**config.mk**
```make
export PLATFORM = sky130hd
export DESIGN_NAME = serial_adder
export DESIGN_NICKNAME = d
export VERILOG_FILES = /design/src/rtl/serial_adder.sv
export SDC_FILE = /design/constraint.sdc
export NUM_CORES = 1
export LEC_CHECK = 0
export BUFFER_PORTS_ARGS = -buffer_cell sky130_fd_sc_hd__clkbuf_2
export CAP_MARGIN = 20
export CORE_MARGIN = 3
export CORE_UTILIZATION = 35
export CTS_BUF_LIST = sky130_fd_sc_hd__clkbuf_8 sky130_fd_sc_hd__clkbuf_16
export CTS_CLUSTER_DIAMETER = 30
export DETAILED_ROUTE_END_ITERATION = 16
export PLACE_DENSITY = 0.63
export SLEW_MARGIN = 10
export SYNTH_ARGS = -nofsm -noshare
export SYNTH_HDL_FRONTEND = slang
export SYNTH_SLANG_ARGS = --single-unit
```
**constraint.sdc**
```tcl
create_clock -name clk -period 1.2 [get_ports clk]
set_input_delay 0.24 -clock clk [delete_from_list [all_inputs] [get_ports clk]]
set_output_delay 0.24 -clock clk [all_outputs]
set_load 0.02 [all_outputs]
```
**src/rtl/serial_adder.sv**
```systemverilog
// rtl/serial_adder.sv - bit-serial LSB-first adder with one full-adder stage
//
// Adds two WIDTH-bit operands plus carry-in, one bit per clock, through a
// single 1-bit full adder and a carry flop. A start accepted in IDLE loads
// the operands; WIDTH RUN cycles later the result is loaded into sum/cout
// and done pulses for one cycle.
//
// Optional feature macro: SERIAL_ADDER_OVF_EN adds the signed overflow
// output ovf (carry into MSB XOR carry out), loaded and held with sum.
//
// Ports:
//   clk    in   1      clock, rising edge
//   rst    in   1      synchronous active-high reset
//   start  in   1      begin an addition (sampled only in IDLE)
//   a, b   in   WIDTH  operands, captured on the accepted start edge
//   cin    in   1      carry-in, captured with a and b
//   busy   out  1      high while the addition is running
//   done   out  1      one-cycle pulse: sum/cout (and ovf) are valid
//   sum    out  WIDTH  registered result, held until the next completion
//   cout   out  1      registered carry out of bit WIDTH-1
//   ovf    out  1      signed overflow (only with SERIAL_ADDER_OVF_EN)

module serial_adder #(
    parameter int WIDTH = 8
) (
    input  logic             clk,
    input  logic             rst,
    input  logic             start,
    input  logic [WIDTH-1:0] a,
    input  logic [WIDTH-1:0] b,
    input  logic             cin,
    output logic             busy,
    output logic             done,
    output logic [WIDTH-1:0] sum,
    output logic             cout
`ifdef SERIAL_ADDER_OVF_EN
    ,
    output logic             ovf
`endif
);

    localparam int CW = (WIDTH > 1) ? $clog2(WIDTH) : 1;

    typedef enum logic [1:0] {
        IDLE = 2'd0,
        RUN  = 2'd1,
        DONE = 2'd2
    } state_t;

    state_t           state;
    logic [WIDTH-1:0] areg;
    logic [WIDTH-1:0] breg;
    // Holds the WIDTH-1 sum bits produced so far; the last bit is joined on
    // the final RUN edge straight into the sum output, so no bit of the
    // internal register is ever shifted out unused.
    logic [WIDTH-2:0] sreg;
    logic             carry;
    logic [CW-1:0]    cnt;

    logic             s_bit;
    logic             c_next;
    logic [WIDTH-1:0] sfull;

    always_comb begin
        s_bit  = areg[0] ^ breg[0] ^ carry;
        c_next = (areg[0] & breg[0]) | ((areg[0] ^ breg[0]) & carry);
        sfull  = {s_bit, sreg};
    end

    always_ff @(posedge clk) begin
        if (rst) begin
            state <= IDLE;
            busy  <= 1'b0;
            done  <= 1'b0;
            sum   <= '0;
            cout  <= 1'b0;
            areg  <= '0;
            breg  <= '0;
            sreg  <= '0;
            carry <= 1'b0;
            cnt   <= '0;
`ifdef SERIAL_ADDER_OVF_EN
            ovf   <= 1'b0;
`endif
        end else begin
            case (state)
                IDLE: begin
                    done <= 1'b0;
                    if (start) begin
                        areg  <= a;
                        breg  <= b;
                        carry <= cin;
                        sreg  <= '0;
                        cnt   <= '0;
                        busy  <= 1'b1;
                        state <= RUN;
                    end
                end
                RUN: begin
                    areg  <= areg >> 1;
                    breg  <= breg >> 1;
                    sreg  <= sfull[WIDTH-1:1];
                    carry <= c_next;
                    cnt   <= cnt + CW'(1);
                    if (cnt == CW'(WIDTH - 1)) begin
                        sum   <= sfull;
                        cout  <= c_next;
`ifdef SERIAL_ADDER_OVF_EN
                        // carry still holds the carry into the MSB here
                        ovf   <= carry ^ c_next;
`endif
                        busy  <= 1'b0;
                        done  <= 1'b1;
                        state <= DONE;
                    end
                end
                DONE: begin
                    done  <= 1'b0;
                    state <= IDLE;
                end
                default: begin
                    busy  <= 1'b0;
                    done  <= 1'b0;
                    state <= IDLE;
                end
            endcase
        end
    end

endmodule

```
# After elaboration in Yosys (flattened, before gate mapping)
# Cells that the tools add are included.
# word_totals
regBits,40
input_bits,20
elab_cells,46
# op_classes
add_sub_neg,1
eq_ne,5
n_mux,16
bitwise_logic,7
reduce_logical,7
# op_table
operator,count
8-bit case mux with 2 select lines,2
8-bit 2-to-1 mux,2
7-bit case mux with 2 select lines,1
7-bit 2-to-1 mux,1
3-bit case mux with 2 select lines,1
2-bit AND reduction,3
2-bit 2-to-1 mux,2
2-bit != test (second input constant),2
2-bit case mux with 2 select lines,1
3-bit by 1-bit adder with 3-bit output (second input constant),1
3-bit == test (second input constant),1
1-bit 2-to-1 mux,3
3-bit 2-to-1 mux,1
1-bit case mux with 3 select lines,1
3-bit AND reduction,1
1-bit AND,2
2-bit by 1-bit == test with 1-bit output (second input constant),1
2-bit == test (second input constant),1
2-bit logical NOT,1
1-bit NOT,2
1-bit case mux with 2 select lines,1
2-bit nonzero test,1
2-bit OR reduction,1
1-bit bitwise XOR,2
1-bit bitwise OR,1

# Depth between registers and ports, before layout
# Gate-level depths: netlist of run 1.
# depth
word_depth,4
ltp_mapped,6
depth_no_buf,5

# Least setup slack after synthesis of run 1
# No wires, ideal clock.
# synth_path
path_type,register to register
start,reg cnt[0]
end,reg sum[1]
arrival_ns,1.169
required_ns,1.067
setup_slack_ns,-0.101
path_stages_with_launch,7
n_path_buf,1
synth_period_minus_slack_ns,1.301
path_cell_list,dfxtp_1 > ha_1 > ha_1 > and3b_1 > clkbuf_1 > nand2_1 > a21oi_1
# synth_via
elab_chain_len,2
# synth_lines
element,line_no,source
start: declaration,58,logic [CW-1:0] cnt;
start signal: assignment,104,cnt <= cnt + CW'(1);
3-bit == test,105,if (cnt == CW'(WIDTH - 1)) begin
2-bit AND reduction (no source line),--,
end signal: assignment,106,sum <= sfull;
end: declaration,34,"output logic [WIDTH-1:0] sum,"
# Every way passes these cells.
# A chain may end at the register's enable or synchronous reset.

# Worst setup path after layout of run 1
# layout_path
start,reg cnt[0]
end,reg sum[5]
# The elaborated chain is that of the path after synthesis.

==> qor.yml, run 1 <==
die_w_um: 73.2
fillers: 384
post-route-drc-count: 0
async_flop_share: 0
grt_max_degree: 41
cts_root_buf: "clkbuf_8"
synth_area_leaders: "dfxtp_1 51%, mux2i_1 10%, a211oi_1 7.6%, nor2_1 7.1%, a22oi_1 5.2%"
synth-seq-cells: 40
p_leak_nw: 0.837
min_from: "a[7]"
gr-total-overflow: 0
vias_per_cell: 4.95
grt_pass1_wl_um: 5170
synth.avg_cell_area_um2: 9.53
r2r_start: "cnt[0]"
reg2reg_depth: 6
rows: 23
place_inst: 249
io_buffers: 30
cts_sinks: 40
final.period_utilization: 1.02
worst_slew_pin_slew_ns: 0.201
synthFlopType: "dfxtp_1"
p_total_mw: 2.68
die_y_um: 73.2
synth_commonest_cells: "40 x dfxtp_1, 30 x nor2_1, 18 x nand2_1, 16 x a211oi_1, 16 x mux2i_1"
antenna-diode-count: 0
clockBufferDepth: 2
ir_drop_v: 0.000445
postRouteAntennaNets: 0
placed_area_um2: 1870
htreeDepth: 2
top_level_ports: 31
clk_pin_slew_worst_paths_ns: 0.07
wirelength_um: 3190
core_um2: 4170
final_cell_count_no_fill: 256
insertion_delay_ns: 0.29
status: "finished, violations left"
yosysMostFrequentCell: "dfxtp_1"
firstDrtPassIters: 4
synth_edf_count: 0
drv_cap: 0
drt-initial-drc-count: 92
syn_nets: 189
violations: "negative setup slack"
place_congestion: 0.708
yosysWarnings: 0
maxSlewViolCount: 0
grt_pass1_vias: 1130
synth.distinct_cells: 23
synth_top_area_frac: 0.506
fmax_ghz: 0.815
cts_buffers: 5
area_growth_pct: 28.9
crit_required_ns: 1.38
powerDensity_nw_per_um2: 1310
drive_gt1_frac: 0.359
critPathKind: "flip-flop to flip-flop"
grt.total_usage: 0.127
arrival_ns: 1.41
finalClockSkew_ns: 0.00219
dpl.hpwl_um: 2130
wl_per_cell_um: 12.5
seq_area_frac_synth: 0.506
antenna_found_initial: 0
synth_largest_area_cell: "dfxtp_1"
max_slew_margin: 0.865
design_area_um2: 2040
rsz0062_at_grt: "true"
worstSetupEndpointType: "flip-flop"
critPathLaunchType: "flip-flop"
hold_end: "areg[7]"
final_nets: 229
dieArea_um2: 5360
vias: 1268
fin_ws_ns: -0.0269
hold_depth: 3
r2r_slack_ns: -0.03
hold_path_class: "primary input to flip-flop"
cp_max_fo: 5
syn_inst: 166
fin_crit_ns: 1.23
rr_endpoint: "sum[5]"
hold_violations: 0
start_util: 0.379
cts_tree: "yes"
syn_area_um2: 1580
setup_violations: 9
layer usage:
metal	part of all wire	routed length, um	track usage
met4	0.024	77	0.0676
met1	0.50	1610	0.177
met2	0.42	1340	0.172
met3	0.051	163	0.0413
met5	0	0	0
area by class of cell:
class,count,area (um2),share of cell area
clock buffer,7,96.3,0.0472
inverter,1,3.75,0.00184
multi-input combinational,113,772,0.378
sequential,40,807,0.395
tap,50,62.6,0.0307
timing repair buffer,45,299,0.147
worst max-delay path, cell delays in order, from the launching register on:
cell and delay [ns]:
dfxtp_2 0.34, ha_4 0.16, ha_4 0.15, and3b_2 0.22, buf_6 0.14, nand2_2 0.06, a21oi_2 0.04
cells by family (layout without fill, tap and decap cells):
kind of cell | count (synthesis) | in the layout | share of synthesized area
flip-flops | 40 | 40 | 0.506
multiplexers | 16 | 16 | 0.101
AND/OR/NAND/NOR | 53 | 53 | 0.136
buffers and inverters | 13 | 53 | 0.0514
AO/OA/AOI/OAI | 41 | 41 | 0.177
adder cells (fa/ha/maj) | 3 | 3 | 0.0285
worst max path at each step:
stage                     endpoint    from  slack, ns  depth (start not counted)
after floorplan             sum[7]  cnt[0]       0.01                          6
after global placement      sum[0]  cnt[1]      0.006                          6
after detailed placement    sum[3]  cnt[1]      -0.02                          6
after CTS                   sum[3]  cnt[0]      -0.03                          6
after global routing        sum[5]  cnt[0]      -0.07                          6
final                       sum[5]  cnt[0]      -0.03                          6
power breakdown:
group          switching, mW  internal [mW]  total [mW]
Clock                  0.433          0.511       0.944
Combinational          0.149          0.152       0.301
Sequential            0.0416           1.39        1.43
Total                  0.624           2.05        2.68
what timing repair did:
item	4_1_cts	5_1_grt
hold buffers	0	0
endpoints found under the setup margin	11	23
hold endpoints to repair	0	0
gates resized for setup	9	16
buffers inserted	0	0
pin swaps	0	2
placed cells by master, fill, tap and decap left out, drive strengths merged:
cell,n
a211oi,16
a21oi,10
a22oi,11
and3b,1
buf,15
clkbuf,37
dfxtp,40
fa,1
ha,2
inv,1
mux2i,16
nand2,18
nand3b,1
nor2,30
nor2b,1
nor3,1
nor3b,1
o21ai,2
o21ba,1
o21bai,1
registers in the layout, summed over array words and instances, names as in the netlist:
register / cells
areg: 8
cout: 1
cnt: 3
carry: 1
breg: 8
sum: 8
state: 2
busy: 1
done: 1
sreg: 7
stage by stage:
step	TNS (ns)	setup slack, ns	util	hold WS (ns)
global placement	0	0.00553	0.448	0.446
finish	-0.188	-0.0269	0.489	0.184
CTS	-0.163	-0.0283	0.478	0.178
detailed placement	-0.0552	-0.0160	0.448	0.448
global route	-0.560	-0.0661	0.489	0.187
floorplan	0	0.0115	-	0.388
Power figures use the tool's default switching activity.
==> inputs of run 2 (changes only) <==
Settings changed: ABC_CLOCK_PERIOD_IN_PS from default to 1200, GPL_TIMING_DRIVEN from default to 0.
==> run 2 against run 1 <==
Net effect: critical path type unchanged; design area down 0.37%; the flow now finishes without violations; routed wire length up 8.7%; via count up 3.4%.
==> qor.yml, run 2 (same netlist as run 1, synthesis figures left out) <==
critPathBufInv: 1  # unchanged
grt_pass1_vias: 1235  # +9.3%
design_area_um2: 2030  # -0.37%
insertion_delay_ns: 0.30  # about the same
largestRegisters: "areg (8), breg (8), sum (8)"
die_y_um: 73.2  # unchanged
grt.total_usage: 0.137  # +0.00980
grt_pass1_wl_um: 5680  # +9.9%
io_buffers: 29  # -3.3%
status: "complete, no violations"
setup_violations: 0  # -9
cts.hold.buffers_added: 0  # unchanged
postRouteAntennaNets: 0  # unchanged
antenna-diode-count: 0  # unchanged
cp_slowest_cell: "dfxtp_2"
min_from: "a[7]"
arrival_ns: 1.41  # about the same
rsz0062_at_grt: "true"
final.period_utilization: 0.993  # -0.0291
cts_sinks: 40  # unchanged
comb_power_share: 0.112  # about the same
ir_drop_v: 0.000462  # +3.7%
gr-total-overflow: 0  # unchanged
drv_cap: 0  # unchanged
critPathMaxStageDelay_ns: 0.34  # about the same
vias_per_cell: 5.14  # +3.8%
vias: 1311  # +3.4%
layout_commonest_cell: "dfxtp_1"
maxSlewViolCount: 0  # unchanged
path_cells: "ha_4 > ha_4 > nand3b_1 > buf_6 > nand2_1 > a21oi_1"
crit_family: "flip-flops"
wl_per_cell_um: 13.6  # +9.2%
grt_max_degree: 15  # -63%
cp_max_fo: 10  # +5
critPathLaunchType: "flip-flop"
wirelength_um: 3470  # +8.7%
dieArea_um2: 5360  # unchanged
clk_pin_slew_worst_paths_ns: 0.09  # +0.02 ns
max_slew_margin: 0.628  # -0.237
top_level_ports: 31  # unchanged
r2r_slack_ns: 0.008  # +0.03 ns
rows: 23  # unchanged
p_leak_nw: 0.814  # -2.7%
place_congestion: 0.703  # -0.65%
hold_violations: 0  # unchanged
p_switching_mw: 0.697  # +12%
htreeDepth: 2  # unchanged
fmax_ghz: 0.839  # +2.9%
hold_depth: 3  # unchanged
area_growth_pct: 28.5
final_cell_mix: "33 x dfxtp_1, 30 x nor2_1, 29 x clkbuf_2, 17 x nand2_1"
drt-initial-drc-count: 114  # +24%
p_int_mw: 2.18  # +6.0%
p_total_mw: 2.87  # +7.3%
critPathKind: "flip-flop to flip-flop"
multi_input_area_um2: 778  # +0.81%
drive_gt1_frac: 0.322  # -0.0373
crit_top_cell: "ha_4"
fin_util: 0.487  # -0.00180
antenna_found_initial: 0  # unchanged
clkPwrFrac: 0.389  # +0.036
seqPwrFrac: 0.498  # -0.037
register_area_um2: 812  # +0.62%
cts_tree: "yes"
worst_slew_pin_slew_ns: 0.558  # +0.357 ns
powerDensity_nw_per_um2: 1410  # +7.7%
r2r_start: "cnt[1]"
cts_root_buf: "clkbuf_8"
worstSetupEndpointType: "flip-flop"
core_um2: 4170  # unchanged
cts_buffers: 5  # unchanged
fillers: 399  # +3.9%
post-route-drc-count: 0  # unchanged
placed_area_um2: 1820  # -2.9%
hold_path_class: "primary input to flip-flop"
hold_end: "areg[7]"
final_nets: 227  # -0.87%
reg2reg_depth: 6  # unchanged
clockBufferDepth: 2  # unchanged
dpl.hpwl_um: 2290  # +7.6%
die_w_um: 73.2  # unchanged
firstDrtPassIters: 4  # unchanged
crit_required_ns: 1.42  # +0.04 ns
fin_crit_ns: 1.19  # -0.0350 ns
fin_hold_ws_ns: 0.198  # +0.0139 ns
switching_share: 0.243  # +0.00963
rr_endpoint: "sum[5]"
start_util: 0.379  # unchanged
finalClockSkew_ns: 0.0119  # +0.00968 ns
[run 2: cell count changes in the layout (fill, tap and decap cells not counted), sizes merged]
cell      previous run  this run
buf                 15         7
bufinv               0         1
inv                  1         2
clkbuf              37        40
and3b                1         2
clkinvlp             0         1
[run 2: how the worst max path moves through the flow]
stage	startpoint	to	slack, ns	cells after the start
6_report	cnt[1]	sum[5]	0.008	6
5_1_grt	cnt[1]	sum[4]	-0.06	5
4_1_cts	cnt[1]	sum[4]	-0.04	5
3_5_place_dp	cnt[0]	sum[5]	-0.21	5
3_3_place_gp	cnt[0]	sum[2]	-0.20	5
2_1_floorplan	cnt[0]	sum[7]	0.01	6
[run 2: layout make-up]
class | count | area share
Multi-Input combinational cell | 114 | 0.383
Sequential cell | 40 | 0.399
Timing Repair Buffer | 31 | 0.0806
Inverter | 1 | 0.00185
Buffer | 11 | 0.0480
Tap cell | 50 | 0.0308
Clock buffer | 5 | 0.0338
Clock inverter | 3 | 0.0228
[run 2: timing repair]
item | in CTS | in global routing
pin swaps | 1 | 1
resized for setup | 9 | 19
buffers inserted | 2 | 0
endpoints found under the hold margin | 0 | 0
cloned | 0 | 1
setup endpoints to repair | 20 | 23
[run 2: power by group through the flow]
stage	clock, mW	combinational, mW	sequential [mW]
finish	1.12	0.323	1.43
global placement	0	0.280	1.46
CTS	1.14	0.294	1.43
global route	1.18	0.359	1.44
detailed placement	0	0.282	1.46
floorplan	0	0.199	1.45
[run 2: worst reg2reg max path: cells and delay by family (launching register included)]
family                   cells  cell delay [ns]
AND/OR/NAND/NOR              2             0.16
buffers and inverters        1             0.15
AO/OA/AOI/OAI                1             0.15
flip-flops                   1             0.34
adder cells (fa/ha/maj)      2             0.33
[run 2: routing by layer]
metal  up-vias  GRT usage  part of all wire
met1       615      0.180              0.46
li1        659          -                 -
met2        33      0.204              0.46
met5         -          0                 0
met4         0     0.0594             0.015
met3         4     0.0441             0.063
[run 2: through the flow]
stage | TNS (ns) | worst slack, ns | instances
finish | 0 | 0.00810 | 255
detailed placement | -1.87 | -0.208 | 245
global placement | -1.85 | -0.199 | 245
global route | -0.294 | -0.0553 | 255
floorplan | 0 | 0.0115 | 166
CTS | -0.0915 | -0.0354 | 254
==> inputs of run 3 (changes only) <==
Settings changed: ABC_CLOCK_PERIOD_IN_PS 1200 to 1300, CAP_MARGIN 20 to 30, PLACE_DENSITY 0.63 to 0.61, REMOVE_ABC_BUFFERS from default to 1.
Clock period 1.2 ns to 1.3 ns, I/O delays scaled along.
==> run 3 against run 2 <==
Net effect: worst hold slack better by 0.012 ns; die area unchanged; power down 15%; design area down 2.0%; combinational power down 21%; maximum frequency down 5.8%; sequential power down 7%; largest power group unchanged.
==> qor.yml, run 3 (same netlist as run 1, synthesis figures left out) <==
arrival_ns: 1.40  # about the same
gr-usage-met3: 0.0427  # -0.00138
io_buffers: 30  # +3.4%
hold_violations: 0  # unchanged
finalClockSkew_ns: 0.00322  # -0.00865 ns
largestRegisters: "areg (8), breg (8), sum (8)"
place_inst: 235  # -4.1%
seqPwrFrac: 0.542  # +0.044
status: "complete, no violations"
drt-initial-drc-count: 90  # -21%
fmax_ghz: 0.790  # -5.8%
area_growth_pct: 25.9
drive_gt1_frac: 0.330  # +0.00800
rows: 23  # unchanged
htreeDepth: 2  # unchanged
p_int_mw: 1.88  # -14%
final.period_utilization: 0.973  # -0.0201
max_slew_margin: 0.433  # -0.195
core_um2: 4170  # unchanged
wirelength_um: 3380  # -2.5%
place_congestion: 0.680  # -3.2%
clk_pin_slew_worst_paths_ns: 0.07  # -0.02 ns
grt_pass1_wl_um: 5750  # +1.3%
insertion_delay_ns: 0.29  # about the same
maxSlewViolCount: 0  # unchanged
final_cell_mix: "36 x dfxtp_1, 30 x nor2_1, 30 x clkbuf_2, 16 x mux2i_1, 16 x a211oi_1"
final_cell_count_no_fill: 247  # -3.1%
grt.met1_usage: 0.172  # -0.00821
worstSetupEndpointType: "flip-flop"
grt_max_degree: 41  # +26
drv_cap: 0  # unchanged
postRouteAntennaNets: 0  # unchanged
comb_power_share: 0.104  # -0.008
switching_share: 0.234  # -0.00853
grt.total_usage: 0.137  # +0.000364
clockBufferDepth: 2  # unchanged
final_nets: 220  # -3.1%
grt_busiest_layer: "met2"
antenna-diode-count: 0  # unchanged
grt_pass1_vias: 1312  # +6.2%
firstDrtPassIters: 4  # unchanged
ir_drop_v: 0.000581  # +26%
p_switching_mw: 0.574  # -18%
powerDensity_nw_per_um2: 1230  # -13%
cts_root_buf: "clkbuf_8"
fin_crit_ns: 1.27  # +0.0731 ns
fillers: 412  # +3.3%
cts_tree: "yes"
cts.hold.buffers_added: 0  # unchanged
fin_setup_tns_ns: 0  # unchanged
hold_path_class: "primary input to flip-flop"
post-route-drc-count: 0  # unchanged
p_leak_nw: 0.792  # -2.7%
vias: 1293  # -1.4%
critPathKind: "flip-flop to flip-flop"
wl_per_cell_um: 13.7  # +0.65%
grt.met2_usage: 0.220  # +0.0169
rsz0062_at_grt: "true"
cts_buffers: 5  # unchanged
layout_commonest_cell: "dfxtp_1"
antenna_found_initial: 0  # unchanged
dpl.hpwl_um: 1940  # -15%
crit_required_ns: 1.44  # +0.02 ns
worst_slew_pin_slew_ns: 0.850  # +0.293 ns
cp_max_fo: 6  # -4
gr-total-overflow: 0  # unchanged
start_util: 0.379  # unchanged
dieArea_um2: 5360  # unchanged
fin_util: 0.478  # -0.00960
vias_per_cell: 5.23  # +1.8%
cts_sinks: 40  # unchanged
top_level_ports: 31  # unchanged
critPathLaunchType: "flip-flop"
clkPwrFrac: 0.354  # -0.035
die_y_um: 73.2  # unchanged
die_w_um: 73.2  # unchanged
setup_violations: 0  # unchanged
==> run 3: cell types whose count changed in the layout (fill, tap and decap cells not counted), moves of 3 or more <==
cell | previous run | this run
clkbuf_1 | 4 | 0
dfxtp_2 | 6 | 2
nand2_1 | 17 | 10
nand2_2 | 1 | 8
dfxtp_1 | 33 | 36
a21oi_1 | 9 | 6
a21oi_2 | 1 | 4
==> run 3: worst paths after layout <==
path | slack, ns | start | end | cells past startpoint
setup / recovery | 0.03 | cnt[1] | sum[7] | 6
hold / removal | 0.21 | a[7] | areg[7] | 3
setup reg to reg | 0.03 | cnt[1] | sum[7] | 6
hold reg to reg | 0.46 | sum[5] | sum[5] | 2
==> run 3: critical path, stage by stage, from the launching register on <==
cell	delay, ns
dfxtp_2	0.36
ha_4	0.15
ha_4	0.15
nand3b_1	0.15
buf_6	0.19
nand2_1	0.07
a21oi_1	0.05
==> run 3: per-layer routing <==
metal  up-vias  wire, um
li1        648         -
met1       617      1560
met2        22      1630
met3         6       134
met4         0        57
met5         -         0
==> run 3: final cells by class <==
class | instances | area, um2 | share of cell area
repair buffers | 33 | 200 | 0.100
well taps | 50 | 62.6 | 0.0314
flip-flops and latches | 40 | 811 | 0.407
inverters | 1 | 3.75 | 0.00188
multi-input cells | 116 | 820 | 0.411
clock buffers | 7 | 96.3 | 0.0483
==> run 3: power by group through the flow <==
stage,Clock (mW),Sequential [mW],Combinational (mW)
2_1_floorplan,0,1.35,0.132
3_5_place_dp,0,1.35,0.232
4_1_cts,0.891,1.33,0.243
5_1_grt,0.949,1.34,0.285
6_report,0.869,1.33,0.255
3_3_place_gp,0,1.36,0.208
==> run 3: metrics by stage <==
stage | total power [mW] | cell area (um2) | setup slack (ns) | hold WS, ns
2_1_floorplan | 1.48 | 1510 | -0.457 | 0.329
3_3_place_gp | 1.57 | 1720 | -0.840 | 0.445
3_5_place_dp | 1.58 | 1750 | -0.371 | 0.449
4_1_cts | 2.46 | 1900 | 0.00663 | 0.209
5_1_grt | 2.57 | 1990 | -0.0396 | 0.229
6_report | 2.45 | 1990 | 0.0350 | 0.210
==> run 3: repair_timing <==
item                                    in CTS  in global routing
endpoints found under the setup margin      38                 29
pin swaps                                    1                  9
resized for setup                            8                 24
cloned                                       2                  2
buffers inserted                             1                  0
